### config.mk
export PLATFORM = sky130hd
export DESIGN_NAME = stream_out_flat
export DESIGN_NICKNAME = d
export VERILOG_FILES = /design/src/rtl/stream_out_if.sv /design/src/rtl/stream_out.sv /design/src/flat_wrapper.sv
export SDC_FILE = /design/constraint.sdc
export NUM_CORES = 1
export LEC_CHECK = 0
export CAP_MARGIN = 0
export CORE_ASPECT_RATIO = 0.5
export CORE_MARGIN = 3
export CORE_UTILIZATION = 47
export CTS_CLUSTER_SIZE = 25
export DETAILED_ROUTE_END_ITERATION = 12
export MAX_ROUTING_LAYER = met4
export PLACE_DENSITY = 0.86
export SLEW_MARGIN = 20
export SYNTH_ARGS = -nofsm -noshare
export SYNTH_HDL_FRONTEND = slang
export SYNTH_SLANG_ARGS = --single-unit
### constraint.sdc
create_clock -name clk -period 2.2 [get_ports clk]
set_clock_uncertainty 0.2 [all_clocks]
set_input_delay 0.55 -clock clk [delete_from_list [all_inputs] [get_ports clk]]
set_output_delay 0.55 -clock clk [all_outputs]
set_load 0.005 [all_outputs]
### src/rtl/stream_out_if.sv
`default_nettype none
// ============================================================================
//  Module      : stream_out_if
//  Description : Write-beat input and AXI-Stream output bundle of stream_out.
//                The master modport is the stream_out view (it masters the
//                AXIS side); the slave modport is the environment view.
//  Revision    : 1.0 - initial release
// ============================================================================
interface stream_out_if #(
   parameter int DATA_WIDTH = 32
);
   logic                    upsp_ac_wvalid;
   logic [DATA_WIDTH-1:0]   upsp_ac_wdata;
   logic                    ac_upsp_wready;
   logic                    m_axis_tvalid;
   logic                    m_axis_tready;
   logic [DATA_WIDTH-1:0]   m_axis_tdata;
   logic [DATA_WIDTH/8-1:0] m_axis_tstrb;
   logic [DATA_WIDTH/8-1:0] m_axis_tkeep;
   logic                    m_axis_tlast;
   logic                    m_axis_tuser;
   logic                    m_axis_tid;
   logic                    m_axis_tdest;

   modport master (
      input  upsp_ac_wvalid, upsp_ac_wdata, m_axis_tready,
      output ac_upsp_wready, m_axis_tvalid, m_axis_tdata, m_axis_tstrb,
             m_axis_tkeep, m_axis_tlast, m_axis_tuser, m_axis_tid, m_axis_tdest
   );

   modport slave (
      output upsp_ac_wvalid, upsp_ac_wdata, m_axis_tready,
      input  ac_upsp_wready, m_axis_tvalid, m_axis_tdata, m_axis_tstrb,
             m_axis_tkeep, m_axis_tlast, m_axis_tuser, m_axis_tid, m_axis_tdest
   );
endinterface
`default_nettype wire

### src/rtl/stream_out.sv
`default_nettype none
// ============================================================================
//  Module      : stream_out
//  Description : AXI-Stream master returning Up-Sampling pixels to VDMA S2MM.
//                Output register plus skid stage, tuser on first pixel of a
//                frame, tlast on the last pixel of each row, frame_done pulse
//                once the whole destination frame has left.
//                Optional macro STREAM_OUT_STALL_CNT_EN enables the AXIS
//                backpressure counter on stall_cnt (tied to 0 otherwise).
//  Revision    : 1.0 - initial release
// ============================================================================
module stream_out #(
   parameter int AXISOUT_DATA_WIDTH = 32,
   parameter int UPSP_WRDATA_WIDTH  = 32,
   parameter int DST_IMG_WIDTH      = 3840,
   parameter int DST_IMG_HEIGHT     = 2160
) (
   input  wire          clk,
   input  wire          rst_n,
   input  wire          UPSTART,
   stream_out_if.master bus,
   output logic         frame_done,
   output logic [31:0]  stall_cnt
);

   localparam int COL_W = (DST_IMG_WIDTH  > 1) ? $clog2(DST_IMG_WIDTH)  : 1;
   localparam int ROW_W = (DST_IMG_HEIGHT > 1) ? $clog2(DST_IMG_HEIGHT) : 1;
   localparam int TOTAL = DST_IMG_WIDTH * DST_IMG_HEIGHT;
   localparam int IN_W  = (TOTAL > 1) ? $clog2(TOTAL) : 1;

   localparam logic [COL_W-1:0] COL_LAST = COL_W'(DST_IMG_WIDTH - 1);
   localparam logic [ROW_W-1:0] ROW_LAST = ROW_W'(DST_IMG_HEIGHT - 1);
   localparam logic [IN_W-1:0]  IN_LAST  = IN_W'(TOTAL - 1);

   typedef enum logic [1:0] {
      IDLE = 2'd0,
      SEND = 2'd1,
      DONE = 2'd2
   } state_t;

   state_t                        state_q, state_d;
   logic                          out_valid_q, out_valid_d;
   logic [AXISOUT_DATA_WIDTH-1:0] out_data_q, out_data_d;
   logic                          skid_valid_q, skid_valid_d;
   logic [UPSP_WRDATA_WIDTH-1:0]  skid_data_q, skid_data_d;
   logic [COL_W-1:0]              out_col_q, out_col_d;
   logic [ROW_W-1:0]              out_row_q, out_row_d;
   logic [IN_W-1:0]               in_cnt_q, in_cnt_d;
   logic                          in_all_q, in_all_d;
   logic                          frame_done_q, frame_done_d;

   logic wr_ready;
   logic wr_hs;
   logic ax_hs;
   logic start;
   logic last_beat;

   assign wr_ready  = (state_q == SEND) & ~skid_valid_q & ~in_all_q;
   assign wr_hs     = bus.upsp_ac_wvalid & wr_ready;
   assign ax_hs     = out_valid_q & bus.m_axis_tready;
   assign start     = (state_q == IDLE) & UPSTART;
   assign last_beat = ax_hs & (out_col_q == COL_LAST) & (out_row_q == ROW_LAST);

   // Next-state logic for the FSM, input accounting, position counters and buffers
   always_comb begin
      state_d      = state_q;
      in_cnt_d     = in_cnt_q;
      in_all_d     = in_all_q;
      out_col_d    = out_col_q;
      out_row_d    = out_row_q;
      out_valid_d  = out_valid_q;
      out_data_d   = out_data_q;
      skid_valid_d = skid_valid_q;
      skid_data_d  = skid_data_q;

      case (state_q)
         IDLE:    if (UPSTART)   state_d = SEND;
         SEND:    if (last_beat) state_d = DONE;
         DONE:                   state_d = IDLE;
         default:                state_d = IDLE;
      endcase

      // in_all latches on the final accepted beat; the counter stops there
      if (start) begin
         in_cnt_d = '0;
         in_all_d = 1'b0;
      end else if (wr_hs) begin
         if (in_cnt_q == IN_LAST) in_all_d = 1'b1;
         else                     in_cnt_d = in_cnt_q + 1'b1;
      end

      if (start) begin
         out_col_d = '0;
         out_row_d = '0;
      end else if (ax_hs) begin
         if (out_col_q == COL_LAST) begin
            out_col_d = '0;
            out_row_d = (out_row_q == ROW_LAST) ? '0 : out_row_q + 1'b1;
         end else begin
            out_col_d = out_col_q + 1'b1;
         end
      end

      // Output register refills whenever it is empty or draining this cycle;
      // the skid entry has priority because it is older than the new beat.
      if (ax_hs || !out_valid_q) begin
         if (skid_valid_q) begin
            out_valid_d  = 1'b1;
            out_data_d   = skid_data_q;
            skid_valid_d = wr_hs;
            if (wr_hs) skid_data_d = bus.upsp_ac_wdata;
         end else if (wr_hs) begin
            out_valid_d = 1'b1;
            out_data_d  = bus.upsp_ac_wdata;
         end else begin
            out_valid_d = 1'b0;
         end
      end else if (wr_hs) begin
         skid_valid_d = 1'b1;
         skid_data_d  = bus.upsp_ac_wdata;
      end

      frame_done_d = (state_d == DONE);
   end

   // State, counter and buffer registers
   always_ff @(posedge clk or negedge rst_n) begin
      if (!rst_n) begin
         state_q      <= IDLE;
         in_cnt_q     <= '0;
         in_all_q     <= 1'b0;
         out_col_q    <= '0;
         out_row_q    <= '0;
         out_valid_q  <= 1'b0;
         out_data_q   <= '0;
         skid_valid_q <= 1'b0;
         skid_data_q  <= '0;
         frame_done_q <= 1'b0;
      end else begin
         state_q      <= state_d;
         in_cnt_q     <= in_cnt_d;
         in_all_q     <= in_all_d;
         out_col_q    <= out_col_d;
         out_row_q    <= out_row_d;
         out_valid_q  <= out_valid_d;
         out_data_q   <= out_data_d;
         skid_valid_q <= skid_valid_d;
         skid_data_q  <= skid_data_d;
         frame_done_q <= frame_done_d;
      end
   end

   assign bus.ac_upsp_wready = wr_ready;
   assign bus.m_axis_tvalid  = out_valid_q;
   assign bus.m_axis_tdata   = out_data_q;
   assign bus.m_axis_tstrb   = '1;
   assign bus.m_axis_tkeep   = '1;
   assign bus.m_axis_tlast   = out_valid_q & (out_col_q == COL_LAST);
   assign bus.m_axis_tuser   = out_valid_q & (out_col_q == '0) & (out_row_q == '0);
   assign bus.m_axis_tid     = 1'b0;
   assign bus.m_axis_tdest   = 1'b0;
   assign frame_done         = frame_done_q;

`ifdef STREAM_OUT_STALL_CNT_EN
   logic [31:0] stall_cnt_q, stall_cnt_d;

   // Saturating count of cycles where a beat waits on AXIS backpressure
   always_comb begin
      stall_cnt_d = stall_cnt_q;
      if (start)
         stall_cnt_d = '0;
      else if (out_valid_q && !bus.m_axis_tready && (stall_cnt_q != 32'hFFFF_FFFF))
         stall_cnt_d = stall_cnt_q + 32'd1;
   end

   // Backpressure counter register
   always_ff @(posedge clk or negedge rst_n) begin
      if (!rst_n) stall_cnt_q <= '0;
      else        stall_cnt_q <= stall_cnt_d;
   end

   assign stall_cnt = stall_cnt_q;
`else
   assign stall_cnt = 32'd0;
`endif

endmodule
`default_nettype wire

### src/flat_wrapper.sv
// flat-port wrapper written by rule: the top's interface ports become plain ports
module stream_out_flat 
#(
   parameter int AXISOUT_DATA_WIDTH = 32,
   parameter int UPSP_WRDATA_WIDTH  = 32,
   parameter int DST_IMG_WIDTH      = 3840,
   parameter int DST_IMG_HEIGHT     = 2160
)
  (clk, rst_n, UPSTART, frame_done, stall_cnt, bus_upsp_ac_wvalid, bus_upsp_ac_wdata, bus_m_axis_tready, bus_ac_upsp_wready, bus_m_axis_tvalid, bus_m_axis_tdata, bus_m_axis_tstrb, bus_m_axis_tkeep, bus_m_axis_tlast, bus_m_axis_tuser, bus_m_axis_tid, bus_m_axis_tdest);
  stream_out_if bus_i ();
  input  wire clk;
  input  wire rst_n;
  input  wire UPSTART;
  output logic frame_done;
  output logic [31:0] stall_cnt;
  input wire logic [$bits(bus_i.upsp_ac_wvalid)-1:0] bus_upsp_ac_wvalid;
  input wire logic [$bits(bus_i.upsp_ac_wdata)-1:0] bus_upsp_ac_wdata;
  input wire logic [$bits(bus_i.m_axis_tready)-1:0] bus_m_axis_tready;
  output wire logic [$bits(bus_i.ac_upsp_wready)-1:0] bus_ac_upsp_wready;
  output wire logic [$bits(bus_i.m_axis_tvalid)-1:0] bus_m_axis_tvalid;
  output wire logic [$bits(bus_i.m_axis_tdata)-1:0] bus_m_axis_tdata;
  output wire logic [$bits(bus_i.m_axis_tstrb)-1:0] bus_m_axis_tstrb;
  output wire logic [$bits(bus_i.m_axis_tkeep)-1:0] bus_m_axis_tkeep;
  output wire logic [$bits(bus_i.m_axis_tlast)-1:0] bus_m_axis_tlast;
  output wire logic [$bits(bus_i.m_axis_tuser)-1:0] bus_m_axis_tuser;
  output wire logic [$bits(bus_i.m_axis_tid)-1:0] bus_m_axis_tid;
  output wire logic [$bits(bus_i.m_axis_tdest)-1:0] bus_m_axis_tdest;
  assign bus_i.upsp_ac_wvalid = bus_upsp_ac_wvalid;
  assign bus_i.upsp_ac_wdata = bus_upsp_ac_wdata;
  assign bus_i.m_axis_tready = bus_m_axis_tready;
  assign bus_ac_upsp_wready = bus_i.ac_upsp_wready;
  assign bus_m_axis_tvalid = bus_i.m_axis_tvalid;
  assign bus_m_axis_tdata = bus_i.m_axis_tdata;
  assign bus_m_axis_tstrb = bus_i.m_axis_tstrb;
  assign bus_m_axis_tkeep = bus_i.m_axis_tkeep;
  assign bus_m_axis_tlast = bus_i.m_axis_tlast;
  assign bus_m_axis_tuser = bus_i.m_axis_tuser;
  assign bus_m_axis_tid = bus_i.m_axis_tid;
  assign bus_m_axis_tdest = bus_i.m_axis_tdest;
  stream_out #(.AXISOUT_DATA_WIDTH(AXISOUT_DATA_WIDTH), .UPSP_WRDATA_WIDTH(UPSP_WRDATA_WIDTH), .DST_IMG_WIDTH(DST_IMG_WIDTH), .DST_IMG_HEIGHT(DST_IMG_HEIGHT)) u_core (.clk(clk), .rst_n(rst_n), .UPSTART(UPSTART), .bus(bus_i), .frame_done(frame_done), .stall_cnt(stall_cnt));
endmodule
==> flow_summary.yaml <==
outcome:
  run_status: "finished with violations"
  failed_checks: "setup timing"
worst_setup_path:
  critical_path.startpoint: "u_core.out_col_q[2]$_DFFE_PN0P_"
  worstSetupStartpointType: "flop"
  rr_startpoint: "u_core.out_col_q[8]$_DFFE_PN0P_"
  timing.critical_path.slowest_stage_cell: "sky130_fd_sc_hd__dfrtp_1"
  kind_of_critical_path: "flop to output port"
  r2r_setup_slack_ns: -0.01
  critPathRequiredTime_ns: 1.45
  max_stage_delay_ns: 0.41
  worst-r2r-cell-count: 7
  critical_path_endpoint_category: "output port"
  cp.arrival_ns: 1.69
  critPathCapture: "bus_m_axis_tuser"
  path_buf_inv: 1
  crit-reg2reg-capture: "u_core.out_row_q[3]$_DFFE_PN0P_"
  critPathMaxFanout: 2
  cp_top_family: "simple AND/OR/NAND/NOR gates"
  cp_cell_sequence: "nor4_4 -> nand3_2 -> nor4_2 -> buf_2"
  timing.critical_path.depth: 4
pwr:
  power.ir.vdd_worst_uv: 681
  power.density_cell_area_nw_per_um2: 888
  leakage_nw: 3.54
  post-layout-total-power_mw: 7.05
die:
  initial_core_util: 0.489
  rows: 28
  core_um2: 12000
  boundaryPins: 116
  dieArea_um2: 13900
  x_dimension_of_the_die_um: 164
  die_height_um: 85.0
layout:
  syn_to_final_growth_pct: 35.5
  finish.instance_area_um2: 7940
  antenna_cells_inserted: 0
  post_route_cells_drive_above_1_share: 0.211
  finalCoreUtilization: 0.663
  final_net_count: 758
logic_synthesis:
  post_synth.cell_area_avg_um2: 10.3
  synth_largest_type_area_fraction: 0.500
  yosys_most_used_dff: "sky130_fd_sc_hd__dfrtp_1"
  async_reset_ff_frac: 1.00
  ys.warnings.count: 0
  synthDistinctLibCells: 52
  synth.area.top_cells: "sky130_fd_sc_hd__dfrtp_1 50%, sky130_fd_sc_hd__mux2i_1 6.0%, sky130_fd_sc_hd__buf_4 5.8%"
  postSynthRegisterBits: 117
  mapped_area_um2: 5860
  synth_cells: 570
  synth_sequential_area_ratio: 0.500
  synth-edff-count: 0
  top_cell_type_by_total_area_after_synthesis: "sky130_fd_sc_hd__dfrtp_1"
global_routing:
  number_of_antenna_violations_at_the_first_check_in_global_routing: 0
  grt_first_pass_wirelength_um: 24100
  first_global_vias: 5038
  grt_max_degree: 45
  grt_util_all_layers: 0.222
  gr-total-overflow: 0
clock_network:
  worst_setup_hold_path_clk_slew_ns: 0.06
  ctsLongestPathBuffers: 2
  cts_buffers: 17
  cts_tree: "yes"
  clkLatencyLatePin_ns: 0.41
  clk_root_buffer_cell: "sky130_fd_sc_hd__clkbuf_16"
  cts.sink_count: 117
  htree_num_levels: 4
timing:
  whs_ns: 0.277
  final-setup-viol-count: 4
  hold_viol_final: 0
  worst_slew_pin_slew_ns: 0.629
  number_of_pins_with_negative_max_slew_slack_in_the_final_report: 0
  maxSlewHeadroom: 0.580
  rsz_0062_raised_after_global_routing: "true"
  timing.fmax_mhz: 409
  fin_crit_sh: 1.11
  postLayoutSetupSlackWorst_ns: -0.243
  period_needed_ns: 2.44
placed_design:
  routabilityCongestion: 0.909
  hpwl_um: 9480
  detailedPlace.worstSlack_ns: -0.263
  dpl-instance-area_um2: 7110
  placement.io_buffers: 73
run:
  drv.max_cap_violation_count: 0
route:
  detail_route.drc_violations: 0
  route.vias.total: 4976
  drt-initial-drc-count: 393
  finalWirelength_um: 15400
  routed_via_density: 5.57
  final_antenna_net_count: 0
  first_pass_iters: 5
  wl_per_instance_um: 17.2
hold_path:
  worst_hold_path_type: "flop to flop"
metal layers:
metal  vias up  GRT usage  share of wire
met4         0      0.104          0.033
met2       260      0.384           0.51
met3        54     0.0434          0.063
li1       2225          -              -
met1      2437      0.250           0.39
met5         -          -              0
worst min path at each step:
stage                     cells past startpoint                                      end  slack [ns]                               startpoint
after detailed placement                      2  u_core.bus.m_axis_tdata[26]$_DFFE_PN0P_        0.27  u_core.bus.m_axis_tdata[26]$_DFFE_PN0P_
final                                         2  u_core.bus.m_axis_tdata[26]$_DFFE_PN0P_        0.28  u_core.bus.m_axis_tdata[26]$_DFFE_PN0P_
after global placement                        2   u_core.bus.m_axis_tdata[9]$_DFFE_PN0P_        0.26   u_core.bus.m_axis_tdata[9]$_DFFE_PN0P_
after CTS                                     2  u_core.bus.m_axis_tdata[26]$_DFFE_PN0P_        0.28  u_core.bus.m_axis_tdata[26]$_DFFE_PN0P_
after floorplan                               0   u_core.bus.m_axis_tdata[0]$_DFFE_PN0P_        0.05                                    rst_n
after global routing                          2  u_core.bus.m_axis_tdata[19]$_DFFE_PN0P_        0.30  u_core.bus.m_axis_tdata[19]$_DFFE_PN0P_
worst register-to-register path, cell delays in order (launching register included):
cell,delay (ns)
sky130_fd_sc_hd__dfrtp_1,0.39
sky130_fd_sc_hd__buf_6,0.12
sky130_fd_sc_hd__nand4b_1,0.22
sky130_fd_sc_hd__buf_6,0.17
sky130_fd_sc_hd__nor4_4,0.38
sky130_fd_sc_hd__nand2b_1,0.15
sky130_fd_sc_hd__or3_4,0.40
sky130_fd_sc_hd__a21oi_2,0.11
sequential cells by signal, summed over array words and instances (netlist names):
| name | count |
|---|---|
| u_core.bus.m_axis_tdata | 32 |
| u_core.skid_data_q | 32 |
| u_core.in_cnt_q | 23 |
| u_core.out_col_q | 12 |
| u_core.out_row_q | 12 |
| u_core.state_q | 2 |
| u_core.bus.m_axis_tvalid | 1 |
| u_core.frame_done | 1 |
| u_core.in_all_q | 1 |
| u_core.skid_valid_q | 1 |
what timing repair did:
item	4_1_cts	5_1_grt
setup endpoints to repair	20	42
gates resized for setup	18	32
gates cloned	0	0
hold buffers	1	0
buffers inserted	5	10
pin swaps	6	11
hold endpoints to repair	28	0
metrics by stage:
| step | setup TNS, ns | cells |
|---|---|---|
| floorplan | 0 | 610 |
| global placement | -7.46 | 848 |
| detailed placement | -9.46 | 848 |
| CTS | -0.523 | 885 |
| global route | -1.14 | 894 |
| finish | -0.480 | 894 |
cell usage after synthesis, types with 6 or more instances:
| library cell | number |
|---|---|
| sky130_fd_sc_hd__nor2_1 | 36 |
| sky130_fd_sc_hd__xnor2_1 | 16 |
| sky130_fd_sc_hd__nand2_1 | 59 |
| sky130_fd_sc_hd__and4_1 | 6 |
| sky130_fd_sc_hd__nand4b_1 | 7 |
| sky130_fd_sc_hd__inv_1 | 9 |
| sky130_fd_sc_hd__nand4_1 | 6 |
| sky130_fd_sc_hd__mux2_1 | 30 |
| sky130_fd_sc_hd__clkbuf_1 | 21 |
| sky130_fd_sc_hd__nand3_1 | 21 |
| sky130_fd_sc_hd__a21oi_1 | 24 |
| sky130_fd_sc_hd__o21ai_0 | 47 |
| sky130_fd_sc_hd__nor4_1 | 10 |
| sky130_fd_sc_hd__and3_1 | 8 |
| sky130_fd_sc_hd__buf_4 | 45 |
| sky130_fd_sc_hd__dfrtp_1 | 117 |
| sky130_fd_sc_hd__or3_1 | 6 |
| sky130_fd_sc_hd__mux2i_1 | 35 |
layout by cell type, fill, tap and decap left out, types with 5 or more instances in the layout:
| cell | n |
|---|---|
| sky130_fd_sc_hd__dfrtp_1 | 115 |
| sky130_fd_sc_hd__buf_4 | 73 |
| sky130_fd_sc_hd__clkdlybuf4s50_1 | 69 |
| sky130_fd_sc_hd__nand2_1 | 59 |
| sky130_fd_sc_hd__o21ai_0 | 45 |
| sky130_fd_sc_hd__conb_1 | 42 |
| sky130_fd_sc_hd__nor2_1 | 36 |
| sky130_fd_sc_hd__mux2i_1 | 35 |
| sky130_fd_sc_hd__mux2_1 | 30 |
| sky130_fd_sc_hd__a21oi_1 | 20 |
| sky130_fd_sc_hd__nand3_1 | 18 |
| sky130_fd_sc_hd__clkbuf_16 | 17 |
| sky130_fd_sc_hd__xnor2_1 | 16 |
| sky130_fd_sc_hd__inv_1 | 9 |
| sky130_fd_sc_hd__and3_1 | 8 |
| sky130_fd_sc_hd__nand4b_1 | 7 |
| sky130_fd_sc_hd__buf_6 | 7 |
| sky130_fd_sc_hd__nand4_1 | 6 |
| sky130_fd_sc_hd__and4_1 | 6 |
| sky130_fd_sc_hd__or3_1 | 5 |
| sky130_fd_sc_hd__clkinv_2 | 5 |
area by class of cell:
type / count / area, um2
clock buffers: 20 / 457
flip-flops and latches: 117 / 2930
inverters: 9 / 33.8
repair buffers: 157 / 1420
clock inverters: 12 / 105
well taps: 165 / 206
multi-input cells: 414 / 2790
fillers: 830 / 4040
cells by family after synthesis:
logic type / Yosys count / share of synthesized area
xor gates and xnor gates: 19 / 0.0284
and+or+nand+nor: 190 / 0.171
DFF: 117 / 0.500
adders and majority gates: 5 / 0.0107
other: 2 / 0.00128
muxes: 67 / 0.121
buffers and inverters: 79 / 0.0801
AOI/OAI and AO/OA: 91 / 0.0873
report_power, final:
group	internal, mW	switching [mW]
Combinational	0.844	0.668
Clock	1.61	1.04
Sequential	2.59	0.306
Total	5.04	2.01
Power figures use the tool's default switching activity.
